<file path="src/rtl/bcd_disp_pkg.sv">
// Shared constants and types for the BCD scan display.
// Optional build macro used by this block: LEADING_ZERO_BLANK_EN.
package bcd_disp_pkg;

  localparam int unsigned SEG_W   = 7;
  localparam int unsigned DIGIT_W = 4;
  localparam int unsigned AN_W    = 3;

  // Active-low segment patterns, bit order {g,f,e,d,c,b,a}
  localparam logic [SEG_W-1:0] SEG_BLANK = 7'h7F;
  localparam logic [SEG_W-1:0] SEG_DASH  = 7'h3F;
  localparam logic [SEG_W-1:0] SEG_DIGIT [0:9] = '{
    7'h40, 7'h79, 7'h24, 7'h30, 7'h19,
    7'h12, 7'h02, 7'h78, 7'h00, 7'h10
  };

  // Active-low anode codes, bit order {hundreds,tens,ones}
  localparam logic [AN_W-1:0] AN_OFF      = 3'b111;
  localparam logic [AN_W-1:0] AN_ONES     = 3'b110;
  localparam logic [AN_W-1:0] AN_TENS     = 3'b101;
  localparam logic [AN_W-1:0] AN_HUNDREDS = 3'b011;

  typedef enum logic [1:0] {
    DIG_ONES     = 2'd0,
    DIG_TENS     = 2'd1,
    DIG_HUNDREDS = 2'd2
  } dig_state_e;

  typedef struct packed {
    logic [DIGIT_W-1:0] hundreds;
    logic [DIGIT_W-1:0] tens;
    logic [DIGIT_W-1:0] ones;
  } bcd_snap_t;

  // A digit counts as zero only when it is a literal 0 nibble
  function automatic logic is_zero_digit(input logic [DIGIT_W-1:0] d);
    return (d == 4'd0);
  endfunction

endpackage

</file>
<file path="src/rtl/bcd_to_seg7.sv">
// Combinational BCD nibble to active-low 7-segment decoder; invalid BCD shows a dash.
module bcd_to_seg7
  import bcd_disp_pkg::*;
(
  input  logic [DIGIT_W-1:0] bcd_i,
  output logic [SEG_W-1:0]   seg_o_c
);

  // Decode one nibble; values 10..15 fall through to the dash pattern
  always_comb begin
    seg_o_c = SEG_DASH;
    case (bcd_i)
      4'd0:    seg_o_c = SEG_DIGIT[0];
      4'd1:    seg_o_c = SEG_DIGIT[1];
      4'd2:    seg_o_c = SEG_DIGIT[2];
      4'd3:    seg_o_c = SEG_DIGIT[3];
      4'd4:    seg_o_c = SEG_DIGIT[4];
      4'd5:    seg_o_c = SEG_DIGIT[5];
      4'd6:    seg_o_c = SEG_DIGIT[6];
      4'd7:    seg_o_c = SEG_DIGIT[7];
      4'd8:    seg_o_c = SEG_DIGIT[8];
      4'd9:    seg_o_c = SEG_DIGIT[9];
      default: seg_o_c = SEG_DASH;
    endcase
  end

endmodule

</file>
<file path="src/rtl/bcd_scan_display.sv">
// Snapshots a 3-digit BCD value and scans it onto a common-anode 7-segment bus.
// Optional build macro: LEADING_ZERO_BLANK_EN (blank leading zeros of hundreds/tens).
module bcd_scan_display
  import bcd_disp_pkg::*;
#(
  parameter int unsigned REFRESH_DIV  = 50000,
  parameter int unsigned BLANK_CYCLES = 2
) (
  input  logic               clk,
  input  logic               reset,
  input  logic               load,
  input  logic [DIGIT_W-1:0] onesplace,
  input  logic [DIGIT_W-1:0] tensplace,
  input  logic [DIGIT_W-1:0] hundredsplace,
  output logic [SEG_W-1:0]   seg,
  output logic [AN_W-1:0]    an,
  output logic               frame_done
);

  localparam int unsigned      CNT_W     = $clog2(REFRESH_DIV);
  localparam logic [CNT_W-1:0] CNT_LAST  = CNT_W'(REFRESH_DIV - 1);
  localparam logic [CNT_W-1:0] CNT_BLANK = CNT_W'(BLANK_CYCLES);

  bcd_snap_t          snap_q, snap_d;
  logic [CNT_W-1:0]   cnt_q, cnt_d;
  dig_state_e         state_q, state_d;
  logic [SEG_W-1:0]   seg_q, seg_d;
  logic [AN_W-1:0]    an_q, an_d;
  logic               fd_q, fd_d;

  logic               slot_end_c;
  logic               state_valid_c;
  logic [DIGIT_W-1:0] dig_sel_c;
  logic [AN_W-1:0]    an_sel_c;
  logic               lz_blank_c;
  logic [SEG_W-1:0]   dig_seg_c;

  // Snapshot capture: tracks inputs whenever load is high, otherwise holds
  always_comb begin
    snap_d = snap_q;
    if (load) begin
      snap_d = '{hundreds: hundredsplace, tens: tensplace, ones: onesplace};
    end
  end

  // Slot counter and digit FSM next-state, plus the end-of-frame pulse
  always_comb begin
    state_d    = state_q;
    cnt_d      = cnt_q + CNT_W'(1);
    slot_end_c = (cnt_q >= CNT_LAST);
    fd_d       = 1'b0;
    if (slot_end_c) begin
      cnt_d = '0;
    end
    case (state_q)
      DIG_ONES: begin
        if (slot_end_c) state_d = DIG_TENS;
      end
      DIG_TENS: begin
        if (slot_end_c) state_d = DIG_HUNDREDS;
      end
      DIG_HUNDREDS: begin
        if (slot_end_c) begin
          state_d = DIG_ONES;
          fd_d    = 1'b1;
        end
      end
      default: begin
        state_d = DIG_ONES;
        cnt_d   = '0;
      end
    endcase
  end

  // Select the digit and anode for the current slot, and its leading-zero blank
  always_comb begin
    dig_sel_c     = snap_q.ones;
    an_sel_c      = AN_OFF;
    state_valid_c = 1'b1;
    lz_blank_c    = 1'b0;
    case (state_q)
      DIG_ONES: begin
        dig_sel_c = snap_q.ones;
        an_sel_c  = AN_ONES;
      end
      DIG_TENS: begin
        dig_sel_c = snap_q.tens;
        an_sel_c  = AN_TENS;
`ifdef LEADING_ZERO_BLANK_EN
        lz_blank_c = is_zero_digit(snap_q.hundreds) && is_zero_digit(snap_q.tens);
`endif
      end
      DIG_HUNDREDS: begin
        dig_sel_c = snap_q.hundreds;
        an_sel_c  = AN_HUNDREDS;
`ifdef LEADING_ZERO_BLANK_EN
        lz_blank_c = is_zero_digit(snap_q.hundreds);
`endif
      end
      default: begin
        state_valid_c = 1'b0;
      end
    endcase
  end

  bcd_to_seg7 u_dec (
    .bcd_i   (dig_sel_c),
    .seg_o_c (dig_seg_c)
  );

  // Output pipeline: blank window at slot start keeps anode changes dark
  always_comb begin
    seg_d = SEG_BLANK;
    an_d  = AN_OFF;
    if (state_valid_c && (cnt_q >= CNT_BLANK)) begin
      an_d  = an_sel_c;
      seg_d = lz_blank_c ? SEG_BLANK : dig_seg_c;
    end
  end

  // State, snapshot and output registers with synchronous reset
  always_ff @(posedge clk) begin
    if (reset) begin
      snap_q  <= '0;
      cnt_q   <= '0;
      state_q <= DIG_ONES;
      seg_q   <= SEG_BLANK;
      an_q    <= AN_OFF;
      fd_q    <= 1'b0;
    end else begin
      snap_q  <= snap_d;
      cnt_q   <= cnt_d;
      state_q <= state_d;
      seg_q   <= seg_d;
      an_q    <= an_d;
      fd_q    <= fd_d;
    end
  end

  assign seg        = seg_q;
  assign an         = an_q;
  assign frame_done = fd_q;

endmodule
</file>
<file path="config.mk">
export PLATFORM = sky130hd
export DESIGN_NAME = bcd_scan_display
export DESIGN_NICKNAME = d
export VERILOG_FILES = /design/src/rtl/bcd_disp_pkg.sv /design/src/rtl/bcd_to_seg7.sv /design/src/rtl/bcd_scan_display.sv
export SDC_FILE = /design/constraint.sdc
export NUM_CORES = 1
export LEC_CHECK = 0
export ABC_AREA = 1
export BUFFER_PORTS_ARGS = -buffer_cell sky130_fd_sc_hd__buf_2
export CELL_PAD_IN_SITES_DETAIL_PLACEMENT = 1
export CELL_PAD_IN_SITES_GLOBAL_PLACEMENT = 1
export CORE_ASPECT_RATIO = 1.2
export CORE_MARGIN = 4
export CORE_UTILIZATION = 41
export DETAILED_ROUTE_END_ITERATION = 10
export HOLD_SLACK_MARGIN = 0.05
export PLACE_DENSITY = 0.75
export SKIP_LAST_GASP = 1
export SLEW_MARGIN = 30
export SYNTH_ARGS = -nofsm -noshare
export SYNTH_HDL_FRONTEND = slang
export SYNTH_HIERARCHICAL = 1
export SYNTH_SLANG_ARGS = --single-unit
</file>
<file path="constraint.sdc">
create_clock -name clk -period 3.1 [get_ports clk]
set_input_delay 0.31 -clock clk [delete_from_list [all_inputs] [get_ports clk]]
set_output_delay 0.31 -clock clk [all_outputs]
set_load 0.05 [all_outputs]
</file>
After elaboration in Yosys (flattened, before gate mapping)
Memory sizes are Yosys's and may differ from the RTL's. A register that Yosys moved wholly into a read port is not among the register bits.
Cells that the tools add are included.
{"block": "word_totals", "reg_bits": 34, "romBits": 112, "input_bits": 15, "output_inout_bits": 11, "wordCells": 34, "mem_count": 1}
{"block": "op_classes", "addsub": 1, "order_cmp": 2, "eq_ne": 5, "mux": 8, "n_bitwise": 3, "n_reduce_logical": 7}
{"name": "(name not given)", "depth": 16, "word_bits": 7, "read_ports": 1, "rd_ports_with_merged_regs": 1, "write_ports": 0, "line_no": "bcd_to_seg7.sv:12", "text": "case (bcd_i)"}
{"operator": "adder 16 x 1 -> 16 bit (second input constant)", "n": 1}
{"operator": "greater-or-equal comparator 16 bit (second input constant)", "n": 1}
{"operator": "greater-or-equal comparator 16 x 2 -> 1 bit (second input constant)", "n": 1}
{"operator": "one-hot mux 3 bit (3 select lines)", "n": 1}
{"operator": "one-hot mux 4 bit (2 select lines)", "n": 1}
{"operator": "two-way mux 2 bit", "n": 3}
{"operator": "inequality test 2 bit (second input constant)", "n": 3}
{"operator": "one-hot mux 2 bit (3 select lines)", "n": 1}
{"operator": "OR reduction 3 bit", "n": 2}
{"operator": "OR reduction 2 bit", "n": 2}
{"operator": "NOT 1 bit", "n": 3}
{"operator": "AND reduction 3 bit", "n": 1}
{"operator": "== test 2 x 1 -> 1 bit (second input constant)", "n": 1}
{"operator": "== test 2 bit (second input constant)", "n": 1}
{"operator": "logical NOT 2 bit", "n": 1}
{"operator": "two-way mux 1 bit", "n": 2}
{"operator": "logical AND 1 bit", "n": 1}

Logic depth before layout (Yosys ltp)
{"block": "logic_depth", "word_depth": 6, "mapped_depth": 12, "ltp_nobuf": 11}

Cells and area by module
The synthesis kept the hierarchy.
{"mod": "bcd_scan_display", "instances": 1, "cells_each": 230, "area_each_um2": 1805.5, "seq_area_each_um2": 820.8}
{"mod": "bcd_to_seg7", "instances": 1, "cells_each": 35, "area_each_um2": 186.4, "seq_area_each_um2": 0.0}

Worst setup path before layout
No wires, ideal clock.
{"block": "synth_timing", "path_type": "flip-flop to flip-flop", "start": "register state_q[0]", "end": "register seg_q[3], in the netlist seg[3]", "setup_ps": 132, "arrival_time_ps": 2050, "path_slack_ps": 918, "path_stages_with_launch": 12, "path_buffers": 1, "period_less_slack_ps": 2182, "cell_sequence": "dfxtp_1 > inv_1 > ha_1 > clkbuf_1 > nor2_1 > a31oi_1 > inv_1 > ha_1 > nand2_1 > nand3_1 > nand2_1 > nand3b_1"}
{"item": "start: declaration", "line_no": "bcd_scan_display.sv:26", "text": "dig_state_e state_q, state_d;"}
{"item": "start signal: assignment", "line_no": "bcd_scan_display.sv:133", "text": "state_q <= state_d;"}
{"item": "== test 2 bit or == test 2 x 1 -> 1 bit (tied branches)", "line_no": "bcd_scan_display.sv:81", "text": "case (state_q)"}
{"item": "one-hot mux 4 bit (2 select lines) *", "line_no": "bcd_scan_display.sv:81"}
{"item": "via dig_sel_c[1]", "line_no": "bcd_scan_display.sv:33", "text": "logic [DIGIT_W-1:0] dig_sel_c;"}
{"item": "end: declaration", "line_no": "bcd_scan_display.sv:27", "text": "logic [SEG_W-1:0] seg_q, seg_d;"}
The timed path passes the listed nets; every way through them passes the cells marked *.
A chain may end at the register's enable or synchronous reset.

Worst setup path in the final report
Ends and elaborated chain as after synthesis.

==> impl_metrics.tcl <==
set metrics [dict create \
    cp.required_ns 3.25 \
    hold_viol_final 0 \
    rows 27 \
    grtUsageTotal 0.181 \
    cts_tree "built" \
    ys_top_cells_by_area "dfxtp_1 (41%), nor2_1 (9.6%), nand2_1 (8.3%), ha_1 (8.2%), inv_1 (4.7%)" \
    clkPwrFrac 0.326 \
    cts_root_buf "clkbuf_8" \
    gp_congestion 0.798 \
    r2r-start "state_q[0]$_SDFFE_PP0P_" \
    viasPerCell 5.07 \
    arrival_ns 2.47 \
    netlist_instances 265 \
    synth_commonest_cells "nor2_1 (51), nand2_1 (44), dfxtp_1 (41), inv_1 (25), nand3_1 (17)" \
    worst_clock_skew_ns 0.00615 \
    first_pass_iters 4 \
    status "finished, final reports clean" \
    wl_um 4840 \
    layout-drive-gt1-share 0.161 \
    wire_per_inst_um 13.8 \
    critPathLaunchType "flip-flop" \
    stdcell_count 350 \
    synth-edff-count 0 \
    dp_cells 342 \
    async_flop_share 0 \
    dp_hpwl_um 3740 \
    clockBufferDepth 2 \
    die_area_mm2 0.00604 \
    max-cap-violations 0 \
    relSlewSlack 0.441 \
    startpoint "state_q[0]$_SDFFE_PP0P_" \
    fp.dieW_um 71.6 \
    avgSynthCellArea_um2 7.52 \
    post-route-period-util 0.747 \
    final_nets 319 \
    timing.final.crit_period_ns 2.32 \
    switching_share 0.301 \
    synth_area_mm2 0.00199 \
    vias 1776 \
    fin_tns_setup_ns 0 \
    io_buffers 25 \
    grt_overflow 0 \
    postLayoutCoreUtil 0.484 \
    post_cts_buffers 0 \
    power.density_mw_per_mm2 525 \
    start_util 0.427 \
    pin_count 26 \
    ys.flop_type "dfxtp_1" \
    place_ws_ns 0.794 \
    setup_slack_ns 0.785 \
    end_kind "flip-flop" \
    drtIter0Drc 45 \
    synth_top_cell_area_share 0.412 \
    grt_pass1_wl_um 8700 \
    synth.most_common_cell "nor2_1" \
    cts_buffers 5 \
    p_switching_uw 357 \
    vdd_ir_drop_max_mv 0.266 \
    clk_latency_ns 0.29 \
    synth_top_area_cell "dfxtp_1" \
    fmax_mhz 432 \
    cts_hold_buf 0 \
    hold_path_class "input port to flip-flop" \
    intPower_uw 829 \
    synth_fp_nets 293 \
    synth-seq-area-share 0.412 \
    syn_to_final_growth_pct 13.3 \
    detail_route.drc_violations 0 \
    pwr-share-seq 0.481 \
    ys_ff_latch 41 \
    tightest_slew_ns 0.835 \
    clock_sinks 41 \
    comb_power_share 0.192 \
    antenna_found_initial 0 \
    grt_pass1_vias 1899 \
    p_leak_uw 0.000955 \
    ant_nets 0 \
    ys_types 26 \
    finalSetupViolations 0 \
    drv_slew 0 \
    clk_pin_slew_ns 0.08 \
    rsz0062_at_grt "no" \
    fp.coreArea_mm2 0.00466 \
    crit_fanout 8 \
    cts_resized 0 \
    grt_max_degree 17 \
    worstHoldStart "tensplace[3]" \
    diodes 0 \
    criticalPathCategory "flip-flop to flip-flop" \
    yosys_warnings 6 \
    chipHeight_um 84.4 \
    htree_num_levels 2 \
]
path summary, 6_finish.rpt:
check / cells after the start / slack [ns] / to
max: 10 / 0.78 / seg[3]$_SDFF_PP1_
min: 3 / 0.23 / snap_q[7]$_SDFFE_PP0P_
max reg2reg: 10 / 0.78 / seg[3]$_SDFF_PP1_
min reg2reg: 1 / 0.48 / cnt_q[0]$_SDFF_PP0_
registers in the layout, summed over array words and instances (netlist names):
signal,flops
cnt_q,16
snap_q,12
seg,7
an,3
state_q,2
frame_done,1
stage by stage:
stage,power (uW),cell area (um2),hold slack [ns]
CTS,1200,2260,0.231
floorplan,755,1990,0.379
global route,1260,2260,0.234
global placement,807,2160,0.448
detailed placement,813,2160,0.465
finish,1190,2260,0.234
area by class of cell:
cell class	instances	area [um2]
clock buffer	7	96.3
clock inverter	1	5.00
fill	603	2400
inverter	29	109
multi-input combinational	189	1030
sequential	41	821
tap	58	72.6
timing repair buffer	25	125
critical path, cell delays in order (launching register included):
cell and delay, ns:
dfxtp_1 0.41, inv_1 0.11, ha_1 0.42, nor2_1 0.06, a31oi_1 0.32, inv_1 0.16, ha_1 0.30, nand2_1 0.06
nand3_1 0.12, nand2_1 0.05, nand3b_1 0.15
power by group through the flow:
stage / clock network, uW / registers [uW] / logic [uW]
4_1_cts: 400 / 571 / 232
6_report: 387 / 571 / 228
2_1_floorplan: 0 / 630 / 126
3_3_place_gp: 0 / 583 / 224
3_5_place_dp: 0 / 584 / 229
5_1_grt: 426 / 575 / 262
metal layers:
metal  GRT usage  share of wire  wire, um
met1       0.190           0.40      1940
met2       0.344           0.55      2670
met3      0.0383          0.026       127
met4      0.0632          0.020        98
met5           0              0         0
cell families after synthesis:
family                   synth area share
AO/OA/AOI/OAI                      0.0672
buffers and inverters              0.0716
AND/OR/NAND/NOR                     0.332
XOR/XNOR                           0.0352
flip-flops                          0.412
adder cells (fa/ha/maj)            0.0817
cells in the final DEF (no fill, tap or decap):
master	synthesis	final
nor4_1	2	2
nand2_1	44	44
o21ai_2	1	1
a31oi_1	4	4
nand3_1	17	17
or2_2	1	1
dfxtp_1	41	41
xnor2_1	3	3
nand4_1	6	6
nor3_4	1	1
nand3b_1	7	7
nor2_1	51	51
ha_1	13	13
a21oi_1	7	7
inv_1	25	25
o21ai_0	13	13
clkinv_2	0	1
clkbuf_8	0	7
buf_2	0	25
nor3_1	7	7
inv_2	4	4
nand2_2	2	2
nand3_2	3	3
nand2_4	1	1
xor2_1	5	5
nor2_2	1	1
Note: power is estimated with default switching activity, not from simulation.
